<file path="config.mk">
export PLATFORM = sky130hd
export DESIGN_NAME = sev_seg_mux_n
export DESIGN_NICKNAME = d
export VERILOG_FILES = /design/src/rtl/sev_seg_mux_n.sv
export SDC_FILE = /design/constraint.sdc
export NUM_CORES = 1
export LEC_CHECK = 0
export ABC_AREA = 1
export CAP_MARGIN = 20
export CORE_MARGIN = 2
export CORE_UTILIZATION = 50
export CTS_CLUSTER_DIAMETER = 200
export DETAILED_ROUTE_END_ITERATION = 8
export PLACE_DENSITY = 0.75
export SYNTH_ARGS = -nofsm -noshare
export SYNTH_HDL_FRONTEND = slang
export SYNTH_SLANG_ARGS = --single-unit
</file>
<file path="constraint.sdc">
create_clock -name clk_main -period 3.65 [get_ports clk_main]
set_clock_uncertainty 0.15 [all_clocks]
set_input_delay 0.73 -clock clk_main [delete_from_list [all_inputs] [get_ports clk_main]]
set_output_delay 0.73 -clock clk_main [all_outputs]
set_load 0.05 [all_outputs]
</file>
<file path="src/rtl/sev_seg_mux_n.sv">
// N-digit multiplexed seven-segment driver with built-in scan prescaler,
// frame-latched inputs, leading-zero suppression, blanking and selectable polarity.
module sev_seg_mux_n #(
  parameter int unsigned NUM_DIGITS = 8,
  parameter int unsigned DIV_BITS   = 15,
  parameter bit          ACTIVE_LOW = 1'b1
) (
  input  logic                      clk_main,
  input  logic                      reset,
  input  logic [4*NUM_DIGITS-1:0]   digits,
  input  logic [NUM_DIGITS-1:0]     dp,
  input  logic [NUM_DIGITS-1:0]     blank_mask,
  input  logic                      lz_suppress,
  output logic [7:0]                sev_seg_leds,
  output logic [NUM_DIGITS-1:0]     digit_sel,
  output logic                      frame_sync
);

  localparam int unsigned IdxW = (NUM_DIGITS > 1) ? $clog2(NUM_DIGITS) : 1;
  localparam logic [IdxW-1:0]       LastIdx = IdxW'(NUM_DIGITS - 1);
  localparam logic [7:0]            SegOff  = {8{ACTIVE_LOW}};
  localparam logic [NUM_DIGITS-1:0] SelOff  = {NUM_DIGITS{ACTIVE_LOW}};

  logic [DIV_BITS-1:0]     cnt_q;
  logic                    tick;
  logic                    tick_q;
  logic [IdxW-1:0]         idx_q, idx_d;
  logic                    wrap;

  logic [4*NUM_DIGITS-1:0] sh_digits_q;
  logic [NUM_DIGITS-1:0]   sh_dp_q;
  logic [NUM_DIGITS-1:0]   sh_blank_q;
  logic                    sh_lz_q;

  logic [7:0]              leds_q, leds_d;
  logic [NUM_DIGITS-1:0]   sel_q, sel_d;
  logic                    fs_q;

  function automatic logic [6:0] hex_to_seg(input logic [3:0] nib);
    logic [6:0] seg;
    case (nib)
      4'h0: seg = 7'h3F;
      4'h1: seg = 7'h06;
      4'h2: seg = 7'h5B;
      4'h3: seg = 7'h4F;
      4'h4: seg = 7'h66;
      4'h5: seg = 7'h6D;
      4'h6: seg = 7'h7D;
      4'h7: seg = 7'h07;
      4'h8: seg = 7'h7F;
      4'h9: seg = 7'h6F;
      4'hA: seg = 7'h77;
      4'hB: seg = 7'h7C;
      4'hC: seg = 7'h39;
      4'hD: seg = 7'h5E;
      4'hE: seg = 7'h79;
      default: seg = 7'h71;
    endcase
    return seg;
  endfunction

  assign tick = &cnt_q;
  assign wrap = tick && (idx_q == LastIdx);

  always_comb begin
    idx_d = idx_q;
    if (tick) begin
      idx_d = (idx_q == LastIdx) ? '0 : idx_q + 1'b1;
    end
  end

  always_ff @(posedge clk_main or posedge reset) begin
    if (reset) begin
      cnt_q  <= '0;
      tick_q <= 1'b0;
      idx_q  <= LastIdx;
    end else begin
      cnt_q  <= cnt_q + 1'b1;
      tick_q <= tick;
      idx_q  <= idx_d;
    end
  end

  // Inputs are sampled only at frame start so a frame never mixes old and new values.
  always_ff @(posedge clk_main or posedge reset) begin
    if (reset) begin
      sh_digits_q <= '0;
      sh_dp_q     <= '0;
      sh_blank_q  <= '0;
      sh_lz_q     <= 1'b0;
    end else if (wrap) begin
      sh_digits_q <= digits;
      sh_dp_q     <= dp;
      sh_blank_q  <= blank_mask;
      sh_lz_q     <= lz_suppress;
    end
  end

  logic [3:0]            cur_nib;
  logic                  cur_dp;
  logic                  cur_blank;
  logic                  suppress;
  logic                  zero_run;
  logic [NUM_DIGITS-1:0] sel_oh;
  logic [7:0]            seg_raw;

  always_comb begin
    cur_nib   = 4'h0;
    cur_dp    = 1'b0;
    cur_blank = 1'b0;
    suppress  = 1'b0;
    zero_run  = 1'b1;
    sel_oh    = '0;
    // Walk from the most significant digit down so zero_run covers this digit and all above.
    for (int i = NUM_DIGITS - 1; i >= 0; i--) begin
      zero_run = zero_run & (sh_digits_q[4*i +: 4] == 4'h0);
      if (idx_q == IdxW'(i)) begin
        cur_nib   = sh_digits_q[4*i +: 4];
        cur_dp    = sh_dp_q[i];
        cur_blank = sh_blank_q[i];
        sel_oh[i] = 1'b1;
        suppress  = sh_lz_q && (i != 0) && zero_run;
      end
    end
    seg_raw = {cur_dp, suppress ? 7'h00 : hex_to_seg(cur_nib)};
    if (cur_blank) begin
      seg_raw = '0;
      sel_oh  = '0;
    end
    leds_d = seg_raw ^ SegOff;
    sel_d  = sel_oh ^ SelOff;
  end

  always_ff @(posedge clk_main or posedge reset) begin
    if (reset) begin
      leds_q <= SegOff;
      sel_q  <= SelOff;
      fs_q   <= 1'b0;
    end else begin
      fs_q <= tick_q && (idx_q == '0);
      if (tick_q) begin
        leds_q <= leds_d;
        sel_q  <= sel_d;
      end
    end
  end

  assign sev_seg_leds = leds_q;
  assign digit_sel    = sel_q;
  assign frame_sync   = fs_q;

endmodule

</file>
==> flow_summary_export.csv <==
group,metric,value,unit
outcome,status,"finished, final reports clean",
power,ir_worst_vdd,178,uV
min_path,hp-start,"cnt_q[0]",
power,leakagePower,2.55,nW
flow_run,maxCapViolCount,0,
finish,final_area,5490,um2
critical_path,cp.arrival,3.13,ns
synth,synth_common_cells,"134 x nand2_1, 66 x dfrtp_1, 64 x inv_1",
grt,grt-ovfl-total,0,
synth,synth_async_sr_flop_share,100,%
clocking,clkSinkCount,85,
synth,synthesis.area,4550,um2
sta,slew_violations,0,
critical_path,critPathLaunchType,"flop",
sta,period_needed,2.98,ns
route,routedWlPerCell,14.4,um
critical_path,worstRegToRegCells,14,
clocking,cts_tree,"done",
placement,post_dp_cell_area,5270,um2
finish,nNetsFinal,679,
clocking,postCtsResizedCells,0,
clocking,cts_inserted_buffers,9,
grt,grt_usage,22.5,%
sta,fin_hold_ws,0.302,ns
sta,hold_viol_final,0,
synth,ys_seq_elements,85,
floorplanning,ioPinCount,68,
clocking,worstSkewPairLatency,0.36,ns
finish,diodes,0,
clocking,cts_setup_buffers,0,
synth,yosys.area.top_type,"dfrtp_1",
finish,drive_gt1_share,16.1,%
synth,synth_cells,552,
synth,synthDistinctLibCells,31,
critical_path,path_buf_inv,1,
sta,fmax,336,MHz
min_path,hold_path_class,"flop to flop",
floorplanning,die_x,99.3,um
clocking,clockBufferDepth,2,
route,num_vias,3789,
route,viasPerCell,5.20,
synth,synth.avg_cell_area,8.23,um2
synth,syn_nets,616,
critical_path,worst-setup-path-type,"flop to flop",
critical_path,rrSetupSlack,0.67,ns
sta,max_slew_margin,50.1,%
route,drc_errors,0,
floorplanning,dieArea,9870,um2
route,final_antenna_net_count,0,
grt,grt_start_max_net_pins,51,
floorplanning,core-area,8760,um2
placement,detailed_place_hpwl,7600,um
min_path,min_to,"cnt_q[0]",
finish,final_util,62.7,%
synth,synth_edf_count,0,
sta,worst_slew_pin_slew,0.748,ns
route,drt_wl_total,10500,um
floorplanning,initial_core_util,51.9,%
route,drt_pass1_iterations,5,
synth,seq_area_frac_synth,47.3,%
critical_path,cp_max_fo,13,
critical_path,rr_endpoint,"sev_seg_leds[3]",
critical_path,cp_top_family,"adder cells",
sta,setup_viol,0,
clocking,holdBufCountCts,0,
finish,area_growth_syn_to_layout,20.9,%
clocking,root_buffer,"clkbuf_8",
floorplanning,rows,34,
grt,grt_pass1_vias,3686,
critical_path,path_cells,"ha_1, ha_1, nand3_1, nand3_1, nand2_1, nand2_1, nand2_1, a21oi_1, inv_1, ha_1, nand3b_1, nand3_1, nor2_1, nor2_1",
placement,portBuffers,67,
synth,ys_warn_count,0,
grt,grt_pass1_wl,17800,um
floorplanning,fp.dieH,99.3,um
synth,yosysTopAreaCellShare,36.3,%
clocking,clk_pin_slew,0.09,ns
synth,ys.flop_type,"dfrtp_1",
grt,antenna_found_initial,0,
synth,synth.most_common_cell,"nand2_1",
critical_path,cpPeakStageDelay,0.55,ns
synth,synthTopCellsByArea,"dfrtp_1 36%, nand2_1 11%, dfstp_2 11%, nand3_1 5.8%, inv_1 5.3%",
min_path,hold_depth,1,
clocking,h-tree-depth,3,
critical_path,end_kind,"flop",
critical_path,crit_required,3.80,ns
sta,fin_crit_sh,81.6,%
sta,rsz0062_at_grt,"no",
placement,gp_congestion,0.826,
critical_path,slowest_stage,"dfstp_2",
critical_path,r2r_start,"idx_q[0]",
route,drt_iter0_drc,174,
sta,setup_tns,0,ns
power,p_per_area,336,nW/um2
-- state kept, by name, summed over array words and instances (netlist names), 3 cells and up --
signal and cells:
sh_dp_q 8, sev_seg_leds 8, digit_sel 8, sh_digits_q 32
sh_blank_q 8, cnt_q 15, idx_q 3
-- cell type report --
class                      count  area [um2]
fill                         786        3270
sequential                    85        2150
multi-input combinational    380        2010
timing repair buffer          72         721
inverter                      67         253
tap                          108         135
clock buffer                   9         124
clock inverter                 7         105
-- report_power, final --
part / switching (mW) / internal (mW) / leakage [nW] / total [mW]
clock: 0.369 / 0.396 / 0.112 / 0.765
combinational: 0.0564 / 0.0636 / 1.52 / 0.120
sequential: 0.00490 / 0.955 / 0.914 / 0.960
total: 0.430 / 1.41 / 2.55 / 1.84
-- worst max-delay path by stage --
stage	depth (start not counted)	end	from	slack, ns
floorplan	1	cnt_q[0]	reset	0.61
global placement	14	sev_seg_leds[3]	idx_q[0]	0.80
detailed placement	14	sev_seg_leds[3]	idx_q[0]	0.71
CTS	14	sev_seg_leds[3]	idx_q[0]	0.70
global route	13	sev_seg_leds[3]	idx_q[1]	0.41
finish	14	sev_seg_leds[3]	idx_q[0]	0.67
-- per-layer routing --
| layer | GRT usage (%) | up-vias | part of all wire [%] |
|---|---|---|---|
| li1 | - | 1865 | - |
| met3 | 3.51 | 11 | 5.2 |
| met1 | 32.3 | 1803 | 48 |
| met5 | 0 | - | 0 |
| met4 | 6.85 | 0 | 1.4 |
| met2 | 35.6 | 110 | 46 |
-- cell usage in the layout, fill, tap and decap left out, types with 6 or more instances in the layout --
cell and n:
nand2_1 134, dfstp_2 19, nor2_1 54, dfrtp_1 66
inv_1 63, clkdlybuf4s50_1 67, a21oi_1 24, xor2_1 6
o21ai_0 13, nand3_1 53, a21oi_2 23, ha_1 13
clkbuf_8 9, nor2_2 21
-- cell families (layout without fill, tap and decap cells) --
logic type,Yosys count,in the layout,synth area share (%)
AOI/OAI and AO/OA,70,70,9.99
xor gates and xnor gates,11,11,2.12
adders and majority gates,13,13,3.58
buffers and inverters,87,155,8.56
DFF,85,85,47.3
and+or+nand+nor,286,286,28.4
-- through the flow --
step                setup slack (ns)  std cells  power (mW)
global route                   0.409        728        1.91
global placement               0.801        712        1.09
finish                         0.672        728        1.84
CTS                            0.699        728        1.86
floorplan                      0.608        552        1.02
detailed placement             0.711        712        1.10
(Power assumes the default switching activity.)
